$ cat src/rtl/fetch_sequencer.sv
// fetch_sequencer: control side of the program counter.
// Produces pc_next / PCen / stall from the current pc, the instruction-memory
// handshake and the redirect requests (jr > jump > branch). A redirect that
// arrives while the front end is held is remembered and applied on the next
// advance. Optional performance counters are built when FETCH_SEQ_PERF_EN is
// defined.
`timescale 1ns/1ps

module fetch_sequencer #(
    parameter logic [31:0] RESET_PC = 32'h0000_0000,
    parameter logic [31:0] PC_STEP  = 32'd4
) (
    input  logic        CLK,
    input  logic        nRST,          // active-high asynchronous reset
    input  logic [31:0] pc,
    input  logic        ihit,
    input  logic        hazard_stall,
    input  logic        branch_taken,
    input  logic [31:0] branch_target,
    input  logic        jump,
    input  logic [31:0] jump_target,
    input  logic        jr,
    input  logic [31:0] jr_target,
    input  logic        halt,
`ifdef FETCH_SEQ_PERF_EN
    output logic [31:0] fetch_cnt,
    output logic [31:0] redirect_cnt,
`endif
    output logic        PCen,
    output logic [31:0] pc_next,
    output logic        stall,
    output logic        iREN,
    output logic [31:0] imemaddr,
    output logic        flush
);

    localparam logic [1:0] BOOT   = 2'd0;
    localparam logic [1:0] FETCH  = 2'd1;
    localparam logic [1:0] HALTED = 2'd2;

    logic [1:0]  state, state_next;
    logic        pend_valid, pend_valid_next;
    logic [31:0] pend_target, pend_target_next;

    logic        req_valid;
    logic [31:0] req_target;
    logic        eff_valid;
    logic [31:0] eff_target;
    logic        advance;

    // Redirect request selection and the target used when the PC advances.
    always_comb begin
        req_valid = jr | jump | branch_taken;
        if (jr) begin
            req_target = jr_target;
        end else if (jump) begin
            req_target = jump_target;
        end else begin
            req_target = branch_target;
        end
        // Fetch addresses are word aligned.
        req_target = req_target & 32'hFFFF_FFFC;
        eff_valid  = req_valid | pend_valid;
        eff_target = req_valid ? req_target : pend_target;
        advance    = ihit & ~hazard_stall;
    end

    // Output decode, next state and pending-redirect capture.
    always_comb begin
        PCen             = 1'b0;
        pc_next          = pc;
        stall            = 1'b1;
        iREN             = 1'b0;
        flush            = 1'b0;
        state_next       = state;
        pend_valid_next  = pend_valid;
        pend_target_next = pend_target;
        case (state)
            BOOT: begin
                pc_next    = RESET_PC;
                state_next = FETCH;
            end
            FETCH: begin
                iREN = 1'b1;
                if (advance) begin
                    PCen  = 1'b1;
                    stall = 1'b0;
                    if (eff_valid) begin
                        pc_next         = eff_target;
                        flush           = 1'b1;
                        pend_valid_next = 1'b0;
                    end else begin
                        pc_next = pc + PC_STEP;
                    end
                end else if (req_valid) begin
                    // Newest request wins over any older held one.
                    pend_valid_next  = 1'b1;
                    pend_target_next = req_target;
                end
                if (halt) begin
                    state_next = HALTED;
                end
            end
            HALTED: begin
                state_next = HALTED;
            end
            default: begin
                state_next = BOOT;
            end
        endcase
    end

    assign imemaddr = pc;

    // State and pending-redirect registers.
    always_ff @(posedge CLK or posedge nRST) begin
        if (nRST) begin
            state       <= BOOT;
            pend_valid  <= 1'b0;
            pend_target <= 32'h0;
        end else begin
            state       <= state_next;
            pend_valid  <= pend_valid_next;
            pend_target <= pend_target_next;
        end
    end

`ifdef FETCH_SEQ_PERF_EN
    // Performance counters; PCen and flush are both 0 in HALTED, so they freeze there.
    always_ff @(posedge CLK or posedge nRST) begin
        if (nRST) begin
            fetch_cnt    <= 32'h0;
            redirect_cnt <= 32'h0;
        end else begin
            if (PCen) begin
                fetch_cnt <= fetch_cnt + 32'd1;
            end
            if (flush) begin
                redirect_cnt <= redirect_cnt + 32'd1;
            end
        end
    end
`endif

endmodule

$ cat config.mk
export PLATFORM = sky130hd
export DESIGN_NAME = fetch_sequencer
export DESIGN_NICKNAME = d
export VERILOG_FILES = /design/src/rtl/fetch_sequencer.sv
export SDC_FILE = /design/constraint.sdc
export NUM_CORES = 1
export LEC_CHECK = 0
export ABC_AREA = 1
export ABC_CLOCK_PERIOD_IN_PS = 1950
export BUFFER_PORTS_ARGS = -buffer_cell sky130_fd_sc_hd__buf_2
export CAP_MARGIN = 20
export CORE_MARGIN = 2
export CORE_UTILIZATION = 40
export CTS_BUF_LIST = sky130_fd_sc_hd__clkbuf_4 sky130_fd_sc_hd__clkbuf_8
export DETAILED_ROUTE_END_ITERATION = 16
export GPL_ROUTABILITY_DRIVEN = 0
export PLACE_DENSITY = 0.81
export SLEW_MARGIN = 20
export SYNTH_ARGS = -nofsm -noshare
export SYNTH_HDL_FRONTEND = slang
export SYNTH_SLANG_ARGS = --single-unit
$ cat constraint.sdc
create_clock -name CLK -period 1.95 [get_ports CLK]
set_clock_uncertainty 0.15 [all_clocks]
set_input_delay 0.0975 -clock CLK [delete_from_list [all_inputs] [get_ports CLK]]
set_output_delay 0.0975 -clock CLK [all_outputs]
set_load 0.01 [all_outputs]
# After elaboration in Yosys (flattened, before gate mapping)

Cells that the tools add are included.

Bitwise gates (word level): 6
Eq/ne operators: 4
Mux-type cells: 19
Reductions and logical operators: 4
Add/sub/neg operators: 1

Operator list:

| operator                                      | number |
|---|---|
| two-way mux 32 bit                            | 5 |
| one-hot mux 32 bit (2 select lines)           | 1 |
| adder 32 x 3 -> 32 bit, second input constant | 1 |
| two-way mux 1 bit                             | 11 |
| one-hot mux 2 bit (3 select lines)            | 1 |
| inequality test 2 bit, second input constant  | 2 |
| bitwise OR 1 bit                              | 3 |
| AND reduction 3 bit                           | 1 |
| == test 2 x 1 -> 1 bit, second input constant | 1 |
| == test 2 bit, second input constant          | 1 |
| zero test 2 bit                               | 1 |
| two-way mux 2 bit                             | 1 |
| NOT 1 bit                                     | 2 |
| AND reduction 2 bit                           | 1 |
| nonzero test 2 bit                            | 1 |
| bitwise AND 1 bit                             | 1 |

Output and inout port bits: 68
Input bits: 136
Word-level logic and storage cells: 37
Register bits after elaboration: 35

# Depth between registers and ports, before layout

Gate-level depths: netlist of the first run.

Depth in word-level cells: 6
Mapped depth: 11
Mapped depth without buffers: 11

# Worst setup path after synthesis of the first run

No wires, ideal clock.

Path type: register -> output
Start point: register state[1]
End point: output port pc_next[10]
Required time: 1.702 ns
Data arrival time: 1.499 ns
Path slack: 0.203 ns
Path buffers: 1
Stages on the path, launching flop included: 10
Cells stage by stage: dfrtp_1 -> inv_1 -> ha_1 -> inv_1 -> nand2_1 -> nand2_1 -> inv_2 -> clkbuf_1 -> nand2_1 -> nand2_1

Cells in the longest elaborated chain, start to end: 2
Elaborated cells on any way between the ends: 3
Classes of those cells: 1 x eq/ne; 1 x mux; 1 x reduce/logical

Ends and longest elaborated chain:

| element                                                   | line | source |
|---|---|---|
| from (decl)                                               | 41   | `logic [1:0] state, state_next;` |
| from (signal assigned)                                    | 122  | `state <= state_next;` |
| == test 2 x 1 -> 1 bit or zero test 2 bit (tied branches) | 78   | `case (state)` |
| one-hot mux 32 bit (2 select lines) *                     | 78   |  |
| to (decl)                                                 | 30   | `output logic [31:0] pc_next,` |

Every way passes the cells marked *; elsewhere a longest branch is shown, timed or not.

# Worst setup path in the final report of the first run

Start point: register state[1]
End point: output port pc_next[4]

Same word-level chain as after synthesis.

==> impl_metrics.tcl, run 1 <==
set metrics [dict create \
    status "complete, but fails checks" \
    violations "negative setup slack" \
    fin_area_um2 5470 \
    die_h_um 105 \
    critical_path.endpoint_type "output port" \
    setup_violations 31 \
    post-place-ws_ns 0.120 \
    vdd_drop_max_v 0.000451 \
    netlist_area_um2 4100 \
    cap_violations 0 \
    start_util 0.416 \
    fin_ws_ns -0.121 \
    clock_latency_ns 0.29 \
    worstPathRequired_ns 1.70 \
    grt_pass1_vias 4910 \
    routedWlPerCell_um 13.7 \
    grt_max_degree 38 \
    r2r_slack_ns 0.19 \
    seq_area_frac_synth 0.213 \
    via_count 5298 \
    die-area_um2 11100 \
    worstSetupPathType "reg2out" \
    drcViolationCount 0 \
    cts_made_buffers 5 \
    clk_pin_slew_ns 0.08 \
    syn_avg_cell_area_um2 5.49 \
    power_leakage_uw 0.00292 \
    hpwl_mm 11.1 \
    mostFrequentLayoutCell "nand2_1" \
    start_kind "register" \
    drive_gt1_frac 0.306 \
    cpLargestDelayFamily "buffers and inverters" \
    most-common-layout-cells "317 x nand2_1, 197 x buf_2, 71 x nor2_1" \
    cts_tree "done" \
    min_period_over_period 1.06 \
    cts.path.max_buffers 2 \
    cp_cell_sequence "inv_2, ha_4, nand2_8, buf_12, a31oi_1, o221ai_1, nand2_1, buf_2" \
    endpoint "pc_next[4]" \
    ys.flop_type "dfrtp_1" \
    cp_max_fo 6 \
    nNetsFinal 1062 \
    die_width_um 105 \
    cp.arrival_ns 1.82 \
    holdPathStages 5 \
    fp-row-count 36 \
    rsz0062_at_grt "true" \
    drtPass1Iterations 5 \
    root_buffer "clkbuf_8" \
    power_density_nw_per_um2 807 \
    critPathMaxStageDelay_ns 0.39 \
    dr_wl_met3_mm 1.18 \
    ios 204 \
    yosysWarningCount 0 \
    placed_cells 1035 \
    report.final.slew_viol_count 0 \
    syn2layout_area_growth_pct 33.4 \
    power_uw 4420 \
    h-tree-depth 2 \
    fmax_mhz 483 \
    slowest_stage "dfrtp_1" \
    hold_start "jr_target[5]" \
    syn-num-nets 887 \
    n_antenna_cell 0 \
    fin_crit_ns 2.07 \
    fin_tns_setup_ns -0.793 \
    r2r_start "state[0]$_DFFE_PP0P_" \
    coreArea_um2 9860 \
    via_per_inst 5.02 \
    cts.sinks 35 \
    syn-instance-count 747 \
    ys_types 31 \
    drt_iter0_markers 449 \
    synth_seq_cells 35 \
    hold_viol 0 \
    crit_cells 8 \
    port_buffers 197 \
    hold_path_class "in2reg" \
    fin_cells 1055 \
    crit_buf_inv 3 \
    antenna_found_initial 0 \
    timing.slew.headroom 0.680 \
    top_layer "met4" \
    rr_worst_depth 7 \
    synth_async_sr_flop_share 1.00 \
    worst_pin_slew_ns 0.479 \
    drt_wl_total_mm 14.5 \
    grt_overflow 0 \
    grt_util_all_layers 0.257 \
    final.fill_count 1025 \
    r2r_end "pend_target[14]$_DFFE_PP0P_" \
    placed_area_um2 5040 \
    synth_edf_count 0 \
    ant_nets 0 \
    met2_length_mm 6.72 \
    met1Wirelength_mm 6.30 \
    grt_pass1_wl_mm 23.2 \
    worstSetupStartpoint "state[1]$_DFFE_PP0P_" \
]
==> routing by layer <==
metal | up-vias | GRT usage
met3 | 27 | 0.0353
met5 | - | 0
li1 | 2680 | -
met1 | 2345 | 0.346
met2 | 246 | 0.434
met4 | 0 | 0.0657
==> how the worst min path moves through the flow <==
stage / endpoint / slack (ns)
2_1_floorplan: pend_target[0]$_DFFE_PP0P_ / 0.10
3_3_place_gp: state[0]$_DFFE_PP0P_ / 0.08
3_5_place_dp: state[1]$_DFFE_PP0P_ / 0.08
4_1_cts: pend_target[10]$_DFFE_PP0P_ / 0.006
5_1_grt: pend_target[13]$_DFFE_PP0P_ / 0.04
6_report: pend_target[5]$_DFFE_PP0P_ / 0.002
==> registers in the layout (all words and copies together) (netlist names) <==
| signal | flops |
|---|---|
| state | 2 |
| pend_target | 32 |
| pend_valid | 1 |
==> repair_timing <==
| action | 4_1_cts | 5_1_grt |
|---|---|---|
| gates resized for setup | 30 | 17 |
| pin swaps | 1 | 5 |
| gates cloned | 2 | 1 |
| endpoints found under the hold margin | 36 | 0 |
| endpoints found under the setup margin | 32 | 32 |
| hold buffers | 2 | 0 |
| buffers inserted | 2 | 6 |
==> metrics by stage <==
| stage | hold WS [ns] | utilization |
|---|---|---|
| finish | 0.00226 | 0.555 |
| CTS | 0.00632 | 0.541 |
| global placement | 0.0809 | 0.511 |
| detailed placement | 0.0839 | 0.511 |
| global route | 0.0355 | 0.555 |
| floorplan | 0.102 | - |
==> where the power goes <==
group          internal (uW)  total (uW)  switching [uW]
registers               1060        1230             173
logic                   1090        2640            1550
clock network            277         546             269
total                   2430        4420            1990
==> layout make-up <==
class                   count  area, um^2  share of cell area
well taps                 133         166              0.0304
flip-flops and latches     35         877               0.160
clock buffers               6        82.6              0.0151
multi-input cells         596        2770               0.506
clock inverters             1        5.00            0.000914
inverters                  51         201              0.0368
repair buffers            233        1370               0.251
==> worst min-delay path, cell delays in order <==
cell and delay (ns):
buf_2 0.08, nand2_1 0.04, o21ai_0 0.09, nand2_1 0.05, o21ai_0 0.06
==> cell families after synthesis <==
logic type / share of synthesized area
XOR/XNOR: 0.0128
AND/OR/NAND/NOR: 0.438
adder cells (fa/ha/maj): 0.0122
buffers and inverters: 0.150
AO/OA/AOI/OAI: 0.173
flip-flops: 0.213
==> cells in the mapped netlist, types with 4 or more instances <==
library cell | number | area (um^2)
dfrtp_1 | 35 | 876
o21ai_0 | 68 | 340
inv_2 | 6 | 22.5
nand2_1 | 320 | 1200
o21ai_1 | 6 | 30.0
buf_2 | 19 | 95.1
inv_1 | 44 | 165
clkbuf_1 | 7 | 26.3
nor2_1 | 71 | 267
nor2_2 | 6 | 37.5
buf_4 | 35 | 263
ha_1 | 4 | 50.1
nand3_1 | 38 | 190
nand3b_1 | 4 | 30.0
a21oi_1 | 56 | 280
Note: power is estimated with default switching activity, not from simulation.
==> inputs of run 2 (changes only) <==
--- a/config.mk
+++ b/config.mk
@@ -6,7 +6,7 @@
 export NUM_CORES = 1
 export LEC_CHECK = 0
 export ABC_AREA = 1
-export ABC_CLOCK_PERIOD_IN_PS = 1950
+export ABC_CLOCK_PERIOD_IN_PS = 1900
 export BUFFER_PORTS_ARGS = -buffer_cell sky130_fd_sc_hd__buf_2
 export CAP_MARGIN = 20
 export CORE_MARGIN = 2
@@ -14,7 +14,7 @@
 export CTS_BUF_LIST = sky130_fd_sc_hd__clkbuf_4 sky130_fd_sc_hd__clkbuf_8
 export DETAILED_ROUTE_END_ITERATION = 16
 export GPL_ROUTABILITY_DRIVEN = 0
-export PLACE_DENSITY = 0.81
+export PLACE_DENSITY = 0.84
 export SLEW_MARGIN = 20
 export SYNTH_ARGS = -nofsm -noshare
 export SYNTH_HDL_FRONTEND = slang
==> constraint.sdc (replaced) <==
create_clock -name CLK -period 1.9 [get_ports CLK]
set_clock_uncertainty 0.15 [all_clocks]
set_input_delay 0.095 -clock CLK [delete_from_list [all_inputs] [get_ports CLK]]
set_output_delay 0.095 -clock CLK [all_outputs]
set_load 0.01 [all_outputs]
==> run 2 against run 1 <==
The run still ends with negative setup slack left. Combinational power hardly changed. Wire length is 0.99% higher. Power increased by 5.7%. Clock power grew 36%. Worst setup slack gained 0.11 ns. Final cell count shrank 0.38%. Worst hold slack better by 0.0059 ns. Sequential power barely moved.
==> impl_metrics.tcl, run 2 (synthesis results as in run 1) <==
set metrics [dict create \
    fin_ws_ns -0.0157 \
    cp_cell_sequence "inv_2, ha_4, inv_1, nand2_4, nand2_8, buf_6, o21ai_2, buf_2" \
    critPathMaxStageDelay_ns 0.38 \
    n_antenna_cell 0 \
    cts.path.max_buffers 2 \
    rsz0062_at_grt "true" \
    final.fill_count 1025 \
    grt_max_degree 36 \
    met1_usage 0.349 \
    power_leakage_uw 0.00290 \
    clock_latency_ns 0.30 \
    most-common-layout-cells "317 x nand2_1, 197 x buf_2, 71 x nor2_1" \
    drt_wl_total_mm 14.6 \
    grt_overflow 0 \
    violations "negative setup slack" \
    slowest_stage "dfrtp_1" \
    routedWlPerCell_um 13.9 \
    start_util 0.416 \
    start_kind "register" \
    placed_cells 1037 \
    die_h_um 105 \
    h-tree-depth 2 \
    post-place-ws_ns 0.0963 \
    use_met2 0.431 \
    fp-row-count 36 \
    cp.arrival_ns 1.67 \
    port_buffers 197 \
    min_period_over_period 1.01 \
    grt_util_all_layers 0.255 \
    regMostFlops "pend_target" \
    ant_nets 0 \
    hold_path_class "in2reg" \
    die-area_um2 11100 \
    cts_tree "done" \
    worstPathRequired_ns 1.65 \
    cp_max_fo 4 \
    die_width_um 105 \
    drcViolationCount 0 \
    cap_violations 0 \
    worst_pin_slew_ns 0.486 \
    drive_gt1_frac 0.303 \
    ios 204 \
    via_per_inst 5.06 \
    setup_violations 2 \
    regArea_um2 877 \
    coreArea_um2 9860 \
    antenna_found_initial 0 \
    fmax_mhz 522 \
    drt_iter0_markers 469 \
    power_density_nw_per_um2 862 \
    critical_path.endpoint_type "output port" \
    use_met3 0.0272 \
    hold_viol 0 \
    nNetsFinal 1057 \
    via_count 5319 \
    timing.slew.headroom 0.675 \
    cts_made_buffers 5 \
    drtPass1Iterations 5 \
    status "complete, but fails checks" \
    largest_register_ffs 32 \
    top_regs "pend_target: 32 flops, state: 2 flops, pend_valid: 1 flops" \
    fin_crit_ns 1.92 \
    gr-max-usage-layer "met2" \
    mostFrequentLayoutCell "nand2_1" \
    grt_pass1_wl_mm 23.1 \
    worstSetupPathType "reg2out" \
    power_uw 4670 \
    vdd_drop_max_v 0.000404 \
    syn2layout_area_growth_pct 31.9 \
    report.final.slew_viol_count 0 \
    cts.sinks 35 \
    grt_pass1_vias 4847 \
    clk_pin_slew_ns 0.08 \
    hpwl_mm 11.2 \
    fin_cells 1051 \
    root_buffer "clkbuf_8" \
    multiInputGateArea_um2 2750 \
]
==> run 2: timing repair <==
item / CTS / global route
setup endpoints to repair: 32 / 32
gates cloned: 0 / 2
setup buffers: 0 / 1
hold endpoints to repair: 38 / 0
pin swaps: 3 / 4
hold buffers: 3 / 0
resized for setup: 30 / 17
==> run 2: final cells by class <==
class | count | share of cell area
clock buffers | 6 | 0.0153
clock inverters | 2 | 0.00716
inverters | 51 | 0.0381
multi-input cells | 596 | 0.507
flip-flops and latches | 35 | 0.162
well taps | 133 | 0.0307
repair buffers | 226 | 0.236
repair inverters | 2 | 0.00324
==> run 2: metal layers <==
layer  wire length [um]  vias up  part of all wire
met2               6850      250              0.47
met5                  0        -                 0
met3               1190       18             0.081
li1                   -     2674                 -
met4                231        0             0.016
met1               6370     2377              0.44
==> run 2: worst max-delay path, delay by kind of cell, from the launching register on <==
kind | cells | cell delay [ns]
DFF | 1 | 0.38
adders and majority gates | 1 | 0.15
and+or+nand+nor | 2 | 0.22
buffers and inverters | 4 | 0.49
AOI/OAI and AO/OA | 1 | 0.14
==> run 2: metrics by stage <==
step / utilization / area (um^2) / setup TNS, ns / hold WS (ns)
after floorplan: - / 4100 / 0 / 0.0993
after global placement: 0.514 / 5070 / 0 / 0.0706
after detailed placement: 0.514 / 5070 / 0 / 0.0795
after CTS: 0.539 / 5320 / 0 / 0.00797
after global routing: 0.549 / 5410 / -1.99 / 0.0312
final: 0.549 / 5410 / -0.0191 / 0.00813
==> run 2: final timing paths <==
kind	startpoint	to	slack [ns]	cells after the start
min in group asynchronous	nRST	state[0]$_DFFE_PP0P_	0.29	4
max in group asynchronous	nRST	pend_valid$_DFFE_PP0P_	0.96	4
worst max register to register	state[0]$_DFFE_PP0P_	pend_target[8]$_DFFE_PP0P_	0.10	7
worst min-delay path	jr_target[2]	pend_target[2]$_DFFE_PP0P_	0.008	5
worst min register to register	pend_target[27]$_DFFE_PP0P_	pend_target[27]$_DFFE_PP0P_	0.32	2
worst max-delay path	state[1]$_DFFE_PP0P_	pc_next[8]	-0.02	8
==> run 2: power by group <==
part | internal [uW] | total (uW) | leakage, uW | switching (uW)
Combinational | 1010 | 2660 | 0.00241 | 1650
Sequential | 1090 | 1260 | 0.000433 | 176
Clock | 432 | 740 | 0.0000618 | 308
Total | 2530 | 4670 | 0.00290 | 2140
==> inputs of run 3 (changes only) <==
--- a/config.mk
+++ b/config.mk
@@ -6,15 +6,15 @@
 export NUM_CORES = 1
 export LEC_CHECK = 0
 export ABC_AREA = 1
-export ABC_CLOCK_PERIOD_IN_PS = 1900
+export ABC_CLOCK_PERIOD_IN_PS = 2100
 export BUFFER_PORTS_ARGS = -buffer_cell sky130_fd_sc_hd__buf_2
 export CAP_MARGIN = 20
 export CORE_MARGIN = 2
-export CORE_UTILIZATION = 40
+export CORE_UTILIZATION = 48
 export CTS_BUF_LIST = sky130_fd_sc_hd__clkbuf_4 sky130_fd_sc_hd__clkbuf_8
 export DETAILED_ROUTE_END_ITERATION = 16
 export GPL_ROUTABILITY_DRIVEN = 0
-export PLACE_DENSITY = 0.84
+export PLACE_DENSITY = 0.93
 export SLEW_MARGIN = 20
 export SYNTH_ARGS = -nofsm -noshare
 export SYNTH_HDL_FRONTEND = slang
==> constraint.sdc (replaced) <==
create_clock -name CLK -period 2.1 [get_ports CLK]
set_clock_uncertainty 0.15 [all_clocks]
set_input_delay 0.105 -clock CLK [delete_from_list [all_inputs] [get_ports CLK]]
set_output_delay 0.105 -clock CLK [all_outputs]
set_load 0.05 [all_outputs]
==> run 3 against run 2 <==
The flow now finishes without violations. Via count is 1.0% higher. Clock-buffer cell count did not move. Power grew 14%. Worst setup slack gained 0.038 ns. Combinational power increased by 39%. Non-clock buffer count decreased by 2.
==> impl_metrics.tcl, run 3 (synthesis results as in run 1) <==
set metrics [dict create \
    grt_overflow 0 \
    coreArea_um2 8260 \
    die-area_um2 9310 \
    cp.arrival_ns 1.82 \
    clock_latency_ns 0.29 \
    fin_cells 1018 \
    hpwl_mm 10.5 \
    cp_max_fo 8 \
    crit_buf_inv 3 \
    critPathMaxStageDelay_ns 0.42 \
    r2r_start "state[1]$_DFFE_PP0P_" \
    grt_util_all_layers 0.285 \
    antenna_found_initial 0 \
    power_uw 5310 \
    report.final.slew_viol_count 0 \
    cp_cell_sequence "ha_4, nand2_2, buf_6, nand2_4, buf_4, o21ai_2, buf_2" \
    min_period_over_period 0.989 \
    drtPass1Iterations 6 \
    port_buffers 197 \
    die_h_um 96.5 \
    hold_viol 0 \
    multiInputGateArea_um2 2710 \
    largest_register_ffs 32 \
    worst_pin_slew_ns 0.454 \
    setup_violations 0 \
    ios 204 \
    fmax_mhz 481 \
    drive_gt1_frac 0.309 \
    syn2layout_area_growth_pct 32.2 \
    clk_pin_slew_ns 0.07 \
    crit_cells 7 \
    r2r_end "pend_target[9]$_DFFE_PP0P_" \
    endpoint "pc_next[18]" \
    worstSetupPathType "reg2out" \
    regArea_um2 876 \
    grt_pass1_vias 4559 \
    vdd_drop_max_v 0.000883 \
    nNetsFinal 1053 \
    cts_tree "done" \
    status "completed" \
    power_density_nw_per_um2 979 \
    root_buffer "clkbuf_8" \
    critical_path.endpoint_type "output port" \
    hold_start "jr_target[14]" \
    final.fill_count 790 \
    power_leakage_uw 0.00289 \
    top_regs "pend_target: 32 flops, state: 2 flops, pend_valid: 1 flops" \
    start_util 0.497 \
    utilization 0.657 \
    fp-row-count 33 \
    drt_iter0_markers 594 \
    timing.slew.headroom 0.697 \
    ant_nets 0 \
    fin_crit_ns 2.08 \
    cap_violations 0 \
    worstSetupStartpoint "state[0]$_DFFE_PP0P_" \
    grt_pass1_wl_mm 20.7 \
    routedWlPerCell_um 13.7 \
    die_width_um 96.5 \
    cts_made_buffers 5 \
    r2r_slack_ns 0.34 \
    placed_cells 1005 \
    slowest_stage "dfrtp_1" \
    drt_wl_total_mm 13.9 \
    via_per_inst 5.28 \
    mostFrequentLayoutCell "nand2_1" \
    most-common-layout-cells "296 x nand2_1, 168 x buf_2, 71 x nor2_1" \
    worstPathRequired_ns 1.85 \
    cts.path.max_buffers 2 \
    rr_worst_depth 8 \
    via_count 5374 \
    cpLargestDelayFamily "buffers and inverters" \
    drcViolationCount 0 \
    grt_max_degree 38 \
    h-tree-depth 2 \
    regMostFlops "pend_target" \
    hold_path_class "in2reg" \
    n_antenna_cell 0 \
    cts.sinks 35 \
    start_kind "register" \
]
run 3: per-layer routing:
metal,global-route usage,routed length [um]
met1,0.361,5450
met2,0.485,6740
met4,0.123,597
met5,0,0
met3,0.0411,1160
run 3: where the power goes:
part	switching [uW]	leakage [uW]	total, uW	internal (uW)
logic	2440	0.00241	3690	1240
clock network	239	0.0000470	496	257
registers	144	0.000433	1130	984
run 3: repair_timing:
item                                   in CTS  in global routing
endpoints found under the hold margin      37                  0
cloned                                      0                  3
resized for setup                          36                 25
setup endpoints to repair                  32                 32
setup buffers                               0                  1
hold buffers                                2                  0
run 3: worst register-to-register path, cell delays in order (launching register included):
cell and delay [ns]:
dfrtp_1 0.37, inv_2 0.10, ha_4 0.16, inv_1 0.09, nor2_1 0.13, inv_1 0.08
nor2_4 0.09, buf_4 0.31, o21ai_0 0.14
run 3: how the worst min path moves through the flow:
| stage | cells past startpoint | to |
|---|---|---|
| 3_3_place_gp | 3 | pend_target[1]$_DFFE_PP0P_ |
| 3_5_place_dp | 3 | pend_target[0]$_DFFE_PP0P_ |
| 5_1_grt | 3 | pend_target[14]$_DFFE_PP0P_ |
| 6_report | 3 | pend_target[14]$_DFFE_PP0P_ |
| 4_1_cts | 5 | pend_target[23]$_DFFE_PP0P_ |
| 2_1_floorplan | 1 | pend_target[0]$_DFFE_PP0P_ |
run 3: through the flow:
stage	area (um^2)	worst slack [ns]	hold WS (ns)	setup TNS, ns
after floorplan	4180	-0.0842	0.109	-0.259
after global placement	5060	0.238	0.0730	0
after detailed placement	5060	0.194	0.0686	0
after CTS	5270	0.00149	0.0257	0
after global routing	5420	-0.000807	0.0225	-0.000807
final	5420	0.0225	0.0237	0
run 3: cell type report:
| class | count | share of cell area |
|---|---|---|
| clock buffer | 6 | 0.0152 |
| clock inverter | 1 | 0.000923 |
| inverter | 51 | 0.0371 |
| multi-input combinational | 596 | 0.500 |
| sequential | 35 | 0.161 |
| tap | 105 | 0.0242 |
| timing repair buffer | 224 | 0.261 |
